**src/rtl/equation_gen_if.sv**
```systemverilog
// Quiz equation bus: request strobe in, committed equation and status out.
// The generator takes the master side; the consumer/requester takes the slave side.
interface equation_gen_if;
    logic       new_eq;
    logic [6:0] num1;
    logic [6:0] num2;
    logic [2:0] operator;
    logic [6:0] result;
    logic       eq_done;
    logic       eq_valid;
    logic       busy;

    modport master (
        input  new_eq,
        output num1,
        output num2,
        output operator,
        output result,
        output eq_done,
        output eq_valid,
        output busy
    );

    modport slave (
        output new_eq,
        input  num1,
        input  num2,
        input  operator,
        input  result,
        input  eq_done,
        input  eq_valid,
        input  busy
    );
endinterface

```
**src/rtl/equation_gen.sv**
```systemverilog
// Random two-digit arithmetic equation generator: an LFSR feeds candidates to a
// draw/check FSM that retries rejects and falls back to 1+1=2 after MAX_TRIES draws.
module equation_gen #(
    parameter logic [15:0] LFSR_SEED = 16'hACE1,
    parameter int unsigned MAX_NUM   = 99,
    parameter int unsigned MAX_TRIES = 8,
    parameter logic [3:0]  OP_MASK   = 4'b1111
) (
    input logic            clk,
    input logic            rst,
    equation_gen_if.master bus
);

    localparam logic [15:0] SeedEff   = (LFSR_SEED == 16'h0000) ? 16'hACE1 : LFSR_SEED;
    localparam logic [15:0] LfsrMask  = 16'hB400;
    localparam int unsigned TriesW    = (MAX_TRIES > 1) ? $clog2(MAX_TRIES) : 1;
    localparam logic [TriesW-1:0] LastTry = TriesW'(MAX_TRIES - 1);
    localparam logic [10:0] MaxNum    = 11'(MAX_NUM);

    typedef enum logic [1:0] {StIdle, StDraw, StCheck} state_e;

    state_e            state_q, state_d;
    logic [15:0]       lfsr_q, lfsr_d;
    logic [TriesW-1:0] tries_q, tries_d;
    logic [1:0]        cand_op_q, cand_op_d;
    logic [6:0]        cand_a_q, cand_a_d;
    logic [6:0]        cand_b_q, cand_b_d;
    logic [6:0]        num1_q, num1_d;
    logic [6:0]        num2_q, num2_d;
    logic [2:0]        operator_q, operator_d;
    logic [6:0]        result_q, result_d;
    logic              eq_done_q, eq_done_d;
    logic              eq_valid_q, eq_valid_d;

    // Candidate evaluation
    logic [3:0]  cand_b4;
    logic [7:0]  sum;
    logic [10:0] prod;
    logic        a_ok, b_ok, sum_ok, prod_ok;
    logic        cand_ok;
    logic [6:0]  cand_n1, cand_n2, cand_res;

    assign lfsr_d  = (lfsr_q >> 1) ^ (lfsr_q[0] ? LfsrMask : 16'h0000);

    assign cand_b4 = cand_b_q[3:0];
    assign sum     = {1'b0, cand_a_q} + {1'b0, cand_b_q};
    assign prod    = {4'b0000, cand_a_q} * {7'b0000000, cand_b4};
    assign a_ok    = {4'b0000, cand_a_q} <= MaxNum;
    assign b_ok    = {4'b0000, cand_b_q} <= MaxNum;
    assign sum_ok  = {3'b000, sum} <= MaxNum;
    assign prod_ok = prod <= MaxNum;

    always_comb begin
        cand_ok  = 1'b0;
        cand_n1  = '0;
        cand_n2  = '0;
        cand_res = '0;
        unique case (cand_op_q)
            2'd0: begin
                cand_ok  = a_ok && b_ok && sum_ok;
                cand_n1  = cand_a_q;
                cand_n2  = cand_b_q;
                cand_res = sum[6:0];
            end
            2'd1: begin
                cand_ok = a_ok && b_ok;
                if (cand_a_q >= cand_b_q) begin
                    cand_n1 = cand_a_q;
                    cand_n2 = cand_b_q;
                end else begin
                    cand_n1 = cand_b_q;
                    cand_n2 = cand_a_q;
                end
                cand_res = cand_n1 - cand_n2;
            end
            2'd2: begin
                cand_ok  = a_ok && prod_ok;
                cand_n1  = cand_a_q;
                cand_n2  = {3'b000, cand_b4};
                cand_res = prod[6:0];
            end
            2'd3: begin
                // Division is built backwards from a product so it is always exact.
                cand_ok  = (cand_b4 != 4'd0) && prod_ok;
                cand_n1  = prod[6:0];
                cand_n2  = {3'b000, cand_b4};
                cand_res = cand_a_q;
            end
            default: cand_ok = 1'b0;
        endcase
        if (!OP_MASK[cand_op_q]) begin
            cand_ok = 1'b0;
        end
    end

    always_comb begin
        state_d    = state_q;
        tries_d    = tries_q;
        cand_op_d  = cand_op_q;
        cand_a_d   = cand_a_q;
        cand_b_d   = cand_b_q;
        num1_d     = num1_q;
        num2_d     = num2_q;
        operator_d = operator_q;
        result_d   = result_q;
        eq_done_d  = 1'b0;
        eq_valid_d = eq_valid_q;
        unique case (state_q)
            StIdle: begin
                if (bus.new_eq) begin
                    state_d = StDraw;
                    tries_d = '0;
                end
            end
            StDraw: begin
                cand_op_d = lfsr_q[1:0];
                cand_a_d  = lfsr_q[8:2];
                cand_b_d  = lfsr_q[15:9];
                state_d   = StCheck;
            end
            StCheck: begin
                if (cand_ok) begin
                    num1_d     = cand_n1;
                    num2_d     = cand_n2;
                    operator_d = {1'b0, cand_op_q};
                    result_d   = cand_res;
                    eq_done_d  = 1'b1;
                    eq_valid_d = 1'b1;
                    state_d    = StIdle;
                end else if (tries_q < LastTry) begin
                    tries_d = tries_q + 1'b1;
                    state_d = StDraw;
                end else begin
                    num1_d     = 7'd1;
                    num2_d     = 7'd1;
                    operator_d = 3'd0;
                    result_d   = 7'd2;
                    eq_done_d  = 1'b1;
                    eq_valid_d = 1'b1;
                    state_d    = StIdle;
                end
            end
            default: state_d = StIdle;
        endcase
    end

    always_ff @(posedge clk) begin
        if (rst) begin
            state_q    <= StIdle;
            lfsr_q     <= SeedEff;
            tries_q    <= '0;
            cand_op_q  <= '0;
            cand_a_q   <= '0;
            cand_b_q   <= '0;
            num1_q     <= '0;
            num2_q     <= '0;
            operator_q <= '0;
            result_q   <= '0;
            eq_done_q  <= 1'b0;
            eq_valid_q <= 1'b0;
        end else begin
            state_q    <= state_d;
            lfsr_q     <= lfsr_d;
            tries_q    <= tries_d;
            cand_op_q  <= cand_op_d;
            cand_a_q   <= cand_a_d;
            cand_b_q   <= cand_b_d;
            num1_q     <= num1_d;
            num2_q     <= num2_d;
            operator_q <= operator_d;
            result_q   <= result_d;
            eq_done_q  <= eq_done_d;
            eq_valid_q <= eq_valid_d;
        end
    end

    assign bus.num1     = num1_q;
    assign bus.num2     = num2_q;
    assign bus.operator = operator_q;
    assign bus.result   = result_q;
    assign bus.eq_done  = eq_done_q;
    assign bus.eq_valid = eq_valid_q;
    assign bus.busy     = (state_q != StIdle);

endmodule

```
**src/flat_wrapper.sv**
```systemverilog
// flat-port wrapper written by rule: the top's interface ports become plain ports
module equation_gen_flat 
#(
    parameter logic [15:0] LFSR_SEED = 16'hACE1,
    parameter int unsigned MAX_NUM   = 99,
    parameter int unsigned MAX_TRIES = 8,
    parameter logic [3:0]  OP_MASK   = 4'b1111
)
  (clk, rst, bus_new_eq, bus_num1, bus_num2, bus_operator, bus_result, bus_eq_done, bus_eq_valid, bus_busy);
  equation_gen_if bus_i ();
  input logic clk;
  input logic rst;
  input wire logic [$bits(bus_i.new_eq)-1:0] bus_new_eq;
  output wire logic [$bits(bus_i.num1)-1:0] bus_num1;
  output wire logic [$bits(bus_i.num2)-1:0] bus_num2;
  output wire logic [$bits(bus_i.operator)-1:0] bus_operator;
  output wire logic [$bits(bus_i.result)-1:0] bus_result;
  output wire logic [$bits(bus_i.eq_done)-1:0] bus_eq_done;
  output wire logic [$bits(bus_i.eq_valid)-1:0] bus_eq_valid;
  output wire logic [$bits(bus_i.busy)-1:0] bus_busy;
  assign bus_i.new_eq = bus_new_eq;
  assign bus_num1 = bus_i.num1;
  assign bus_num2 = bus_i.num2;
  assign bus_operator = bus_i.operator;
  assign bus_result = bus_i.result;
  assign bus_eq_done = bus_i.eq_done;
  assign bus_eq_valid = bus_i.eq_valid;
  assign bus_busy = bus_i.busy;
  equation_gen #(.LFSR_SEED(LFSR_SEED), .MAX_NUM(MAX_NUM), .MAX_TRIES(MAX_TRIES), .OP_MASK(OP_MASK)) u_core (.clk(clk), .rst(rst), .bus(bus_i));
endmodule
```
**config.mk**
```make
export PLATFORM = sky130hd
export DESIGN_NAME = equation_gen_flat
export DESIGN_NICKNAME = d
export VERILOG_FILES = /design/src/rtl/equation_gen_if.sv /design/src/rtl/equation_gen.sv /design/src/flat_wrapper.sv
export SDC_FILE = /design/constraint.sdc
export NUM_CORES = 1
export LEC_CHECK = 0
export CAP_MARGIN = 10
export CORE_ASPECT_RATIO = 1.25
export CORE_MARGIN = 2
export CORE_UTILIZATION = 60
export DETAILED_ROUTE_END_ITERATION = 8
export GPL_ROUTABILITY_DRIVEN = 0
export HOLD_SLACK_MARGIN = 0.05
export PLACE_DENSITY_LB_ADDON = 0.05
export SYNTH_ARGS = -nofsm -noshare
export SYNTH_HDL_FRONTEND = slang
export SYNTH_SLANG_ARGS = --single-unit
```
**constraint.sdc**
```tcl
create_clock -name clk -period 4.63 [get_ports clk]
set_input_delay 0.463 -clock clk [delete_from_list [all_inputs] [get_ports clk]]
set_output_delay 0.463 -clock clk [all_outputs]
set_load 0.1 [all_outputs]
```
=== Word-level counts from Yosys, hierarchy flattened ===
Cells that the tools add are included.

* Register bits: 63
* Output and inout bits: 27
* Logic and storage cells: 79

* Multipliers: 1
* Reduce and logical (&&, ||, !) cells: 14
* Add/subtract/negate cells: 3
* Bitwise gates (word level): 2
* Eq/ne operators: 9
* $lt $le $gt $ge: 7
* Mux-type cells: 31

{| class="wikitable"
|+ Operators by type and width
! kind !! number
|-
| $mux W7 || 9
|-
| $pmux W7 S3 || 2
|-
| $pmux W7 S4 || 1
|-
| $mux W16 || 1
|-
| $xor A15 B16 Y16 || 1
|-
| $mux W3 || 5
|-
| $le A7 B7 Y1 const B || 2
|-
| $le A11 B7 Y1 const B || 1
|-
| $mul A7 B4 Y11 || 1
|-
| $add A7 B7 Y8 || 1
|-
| $le A8 B7 Y1 const B || 1
|-
| $ge A7 B7 Y1 || 1
|-
| $mux W1 || 7
|-
| $sub A7 B7 Y7 || 1
|-
| $eq A2 B2 Y1 const B || 3
|-
| $pmux W2 S3 || 1
|-
| $pmux W3 S2 || 1
|-
| $reduce_or A2 Y1 || 3
|-
| $eq A2 B1 Y1 const B || 2
|-
| $logic_and A1 B1 Y1 || 4
|-
| $logic_not A2 Y1 || 2
|-
| $mux W2 || 2
|-
| $ne A2 B1 Y1 const B || 2
|-
| $ne A2 B2 Y1 const B || 2
|-
| other kinds (10) || 11
|}

=== Depth between registers and ports, before layout ===
* Depth after elaboration: 7
* Mapped depth: 18
* Gate-level depth less buffers: 15

=== Worst setup path after synthesis ===
Ideal clock, no wire load.

* Path type: register to register
* Start point: register u_core.cand_a_q[3]
* End point: register u_core.tries_q[0]
* Setup slack: 0.529 ns
* Stages on the path, launching flop included: 16
* Arrival time: 3.980 ns
* Period minus slack after synthesis: 4.101 ns
* Path buffers: 1
* Cell sequence: dfxtp_1 -> ha_1 -> fa_1 -> inv_1 -> fa_1 -> inv_1 -> ha_1 -> a211oi_1 -> o221ai_1 -> a211oi_1 -> nand4_1 -> and4b_1 -> a31oi_1 -> buf_4 -> o31ai_1 -> mux2_2

* Cells in the longest elaborated chain, start to end: 7
* Elaborated cells on any way between the ends: 13
* Those cells by class: add/sub (1); mul (1); order compare (3); eq/ne (1); mux (2); reduce/logical (5)

{| class="wikitable"
|+ RTL lines
! item !! line !! RTL
|-
| start: declaration || equation_gen.sv:26 || <nowiki>logic [6:0] cand_a_q, cand_a_d;</nowiki>
|-
| start signal: assignment || equation_gen.sv:166 || <nowiki>cand_a_q <= cand_a_d;</nowiki>
|-
| $mul A7 B4 Y11 (tied with other cells) || equation_gen.sv:47 || <nowiki>assign prod = {4'b0000, cand_a_q} * {7'b0000000, cand_b4};</nowiki>
|-
| $le A11 B7 Y1 (tied with other cells) || equation_gen.sv:51 || <nowiki>assign prod_ok = prod <= MaxNum;</nowiki>
|-
| $logic_and A1 B1 Y1 (on tied branches) || equation_gen.sv:84, equation_gen.sv:77, equation_gen.sv:60 ||
|-
| $pmux W1 S4 (*) || equation_gen.sv:58 || <nowiki>unique case (cand_op_q)</nowiki>
|-
| $mux W1 (*) || equation_gen.sv:91 || <nowiki>if (!OP_MASK[cand_op_q]) begin</nowiki>
|-
| $ne A2 B2 Y1 (no line) (*) || -- ||
|-
| $reduce_and A4 Y1 (no line) (*) || -- ||
|-
| end signal: assignment || equation_gen.sv:164 || <nowiki>tries_q <= tries_d;</nowiki>
|-
| end: declaration || equation_gen.sv:24 || <nowiki>logic [TriesW-1:0] tries_q, tries_d;</nowiki>
|}

Every way passes the cells marked *; elsewhere a longest branch is shown, timed or not.
A chain may end at the register's enable or synchronous reset.

=== Worst setup path in the final report ===
* Start point: register u_core.cand_a_q[3]
* End point: register u_core.operator_q[0], in the netlist u_core.bus.operator[0]

* Cells in the longest elaborated chain, start to end: 7
* Elaborated cells on any way between the ends: 14
* Those cells by class: add/sub (1); mul (1); order compare (3); eq/ne (1); mux (3); reduce/logical (5)

{| class="wikitable"
|+ RTL lines
! item !! line !! RTL
|-
| $mul A7 B4 Y11 (tied with other cells) || equation_gen.sv:47 ||
|-
| $le A11 B7 Y1 (tied with other cells) || equation_gen.sv:51 ||
|-
| $logic_and A1 B1 Y1 (on tied branches) || equation_gen.sv:84, equation_gen.sv:77, equation_gen.sv:60 ||
|-
| $pmux W1 S4 (*) || equation_gen.sv:58 ||
|-
| $mux W1 (*) || equation_gen.sv:91 ||
|-
| $ne A2 B1 Y1 (no line) || -- ||
|-
| $reduce_and A2 Y1 (no line) || -- ||
|-
| end signal: assignment || equation_gen.sv:170 || <nowiki>operator_q <= operator_d;</nowiki>
|-
| end: declaration || equation_gen.sv:30 || <nowiki>logic [2:0] operator_q, operator_d;</nowiki>
|}

Marks and branches as above.

==> out/results.tsv <==
stage	metric	value	unit
outcome	status	finished, final reports clean	
synth	Net Count, Synth	573	
place	worst slack at placement	0.184	ns
finish	Final Util	70.4	%
synth	leading area contributor after synthesis	dfxtp_1	
clocking	CTS buffer count	9	
global_routing	vias in the first global route	3785	
synth	Yosys reg bits	62	
route	DRC errors left	0	
synth	prevailing post-synth register cell	dfxtp_1	
sta	period utilization	93.2	%
synth	syn avg cell area	8.28	sq um
finish	Final Cell Area	4940	sq um
clocking	register clock-pin slew on the reported worst setup and hold paths	0.07	ns
setup_path	Startpoint Class	register	
synth	Synth cell types	74	
route	Final ANT Viol Nets	0	
clocking	H-Tree Depth	3	
synth	ys async rst share	0	%
global_routing	antenna violations before repair	0	
place	Post-Place Cells	633	
finish	share of cells above drive strength 1	11.4	%
sta	Final WS setup	0.313	ns
clocking	TritonCTS clock tree	built	
synth	ranking of synthesized cells by area	dfxtp_1 (28%), ha_1 (8.9%), nand2_1 (6.0%), fa_1 (5.0%), a21oi_1 (4.1%)	
floorplanning	die width	80.3	um
global_routing	largest net degree at the start of global routing	43	
place	IO buf count	28	
place	dpl hpwl	7980	um
floorplanning	Initial Util	62.3	%
setup_path	CP Capture Type	register	
sta	Peak Freq	232	MHz
synth	area share of the leading cell type in the synthesized netlist	28.4	%
finish	area growth from synthesis to layout	13.1	%
setup_path	data required time at the worst endpoint	4.87	ns
pwr	maximum VDD drop	0.000288	V
finish	commonest non-fill, non-tap cell in the layout	nand2_1	
synth	Ys Warns	0	
sta	final setup TNS	0	ns
clocking	Clk Latency, worst-skew pair	0.35	ns
synth	Post-synth EDFFs	0	
route	routed vias/inst	6.11	
sta	final-report max-slew violation count	0	
sta	min Tclk post-route	4.32	ns
floorplanning	Die Span Y	99.4	um
synth	Post-Synthesis Cells	528	
setup_path	crit path DAT	4.56	ns
sta	Final Setup Violations	0	
setup_path	crit-path max FO	19	
sta	slew margin rel.	30.0	%
clocking	postcts setup bufs	0	
route	final WL	10800	um
floorplanning	total die area	7990	sq um
sta	Layout Skew	0.0106	ns
sta	endpoints failing hold	0	
clocking	maximum buffer depth of the clock tree	2	
route	DR pass1 iterations	7	
global_routing	gr usage total	29.3	%
clocking	CTS Sinks	62	
finish	Layout Cells excl Fill	649	
setup_path	CP Class	reg -> reg	
floorplanning	Core Box Area	7020	sq um
synth	Seq/Total Area, Yosys	28.4	%
global_routing	first-pass GRT wire length	18200	um
route	via count	3965	
sta	transition time of the tightest slew-check pin	1.05	ns
finish	NumNets Final	599	
place	Placed Area	4710	sq um
sta	RSZ-0062 raised after global routing	false	
floorplanning	IO Pins	30	
route	Initial DRC Count	298	
finish	commonest non-fill, non-tap cells in the layout	nand2_1 (70), dfxtp_1 (61), inv_1 (41), a21oi_1 (36), nor2_1 (34)	
route	WL/cell	16.7	um
global_routing	global route overflow	0	
clocking	clk root buf	clkbuf_8	
floorplanning	Row Count	34	
pwr	pwr dens	273	nW/um^2
finish	antenna diode count	0	
pwr	P_leak	0.00203	uW
run	Max Cap Viol	0	
min_path	HP Class	reg -> reg	
synth	synthesized cell area	4370	sq um
-- stage by stage --
| stage | hold slack, ns | power (uW) |
|---|---|---|
| final | 0.446 | 1350 |
| after global routing | 0.465 | 1410 |
| after CTS | 0.442 | 1350 |
| after detailed placement | 0.429 | 824 |
| after global placement | 0.429 | 822 |
| after floorplan | 0.417 | 772 |
-- Yosys cell counts (4+ instances only) --
cell type,instances
mux2i_1,6
a211oi_1,6
inv_1,41
xnor2_1,8
ha_1,31
nor2b_1,13
o21ai_0,22
a22o_1,14
buf_6,4
o22ai_1,6
and2_1,11
nand2_1,70
nand3_1,11
or2_2,9
buf_1,4
or3_1,4
nor2_1,34
a21oi_1,36
clkbuf_1,16
a32o_1,6
dfxtp_1,62
fa_1,11
clkbuf_8,5
nand3b_1,5
nor3_1,11
nand2b_1,6
-- kinds of logic after synthesis --
logic type / synth area share, %
buffers and inverters: 8.47
xor gates and xnor gates: 2.00
muxes: 3.18
AOI/OAI and AO/OA: 22.1
adders and majority gates: 13.9
other: 0.0858
and+or+nand+nor: 21.8
DFF: 28.4
-- state kept, by name, indices dropped and copies added, names as in the netlist --
register	count
u_core.tries_q	3
u_core.cand_op_q	2
u_core.state_q	2
u_core.lfsr_q	16
u_core.bus.num2	7
u_core.cand_b_q	7
u_core.bus.eq_done	1
u_core.cand_a_q	7
u_core.bus.result	7
u_core.bus.eq_valid	1
u_core.bus.num1	7
u_core.bus.operator	2
-- metal layers --
metal	share of wire (%)	vias to the layer above	routed length, um	GRT usage (%)
met2	47	170	5050	46.3
met3	6.8	32	732	5.08
li1	-	1906	-	-
met4	4.5	0	484	16.4
met5	0	-	0	0
met1	42	1857	4560	37.6
-- critical path, cell delays in order (launching register included) --
cell      delay (ns)
dfxtp_1         0.34
ha_1            0.29
fa_1            0.56
inv_1           0.05
fa_1            0.53
inv_1           0.04
ha_1            0.36
a211oi_1        0.31
o221ai_1        0.14
a211oi_1        0.20
nand4_1         0.10
and4b_1         0.25
a31oi_1         0.15
buf_4           0.22
o211a_1         0.26
buf_12          0.16
a22o_1          0.23
-- area by class of cell --
| cell class | count | area, sq um |
|---|---|---|
| clock buffer | 9 | 124 |
| tap | 90 | 113 |
| clock inverter | 7 | 97.6 |
| sequential | 62 | 1240 |
| timing repair buffer | 48 | 443 |
| fill | 592 | 2080 |
| multi-input combinational | 392 | 2770 |
| inverter | 41 | 154 |
-- worst paths after layout --
kind | startpoint | slack, ns | cells after the start | endpoint
min reg2reg | u_core.lfsr_q[12] | 0.45 | 1 | u_core.lfsr_q[11]
max reg2reg | u_core.cand_a_q[3] | 0.31 | 16 | u_core.bus.operator[0]
min | u_core.lfsr_q[12] | 0.45 | 1 | u_core.lfsr_q[11]
max | u_core.cand_a_q[3] | 0.31 | 16 | u_core.bus.operator[0]
-- power by group --
group | internal, uW | leakage, uW | total (uW) | switching (uW)
sequential | 551 | 0.000506 | 566 | 14.5
combinational | 95.7 | 0.00142 | 252 | 157
clock | 304 | 0.000106 | 534 | 229
-- repair_timing --
action,4_1_cts,5_1_grt
setup endpoints to repair,0,17
endpoints found under the hold margin,0,0
hold buffers,0,0
gates resized for setup,0,3
No activity file was read; power rests on OpenSTA's default activity.
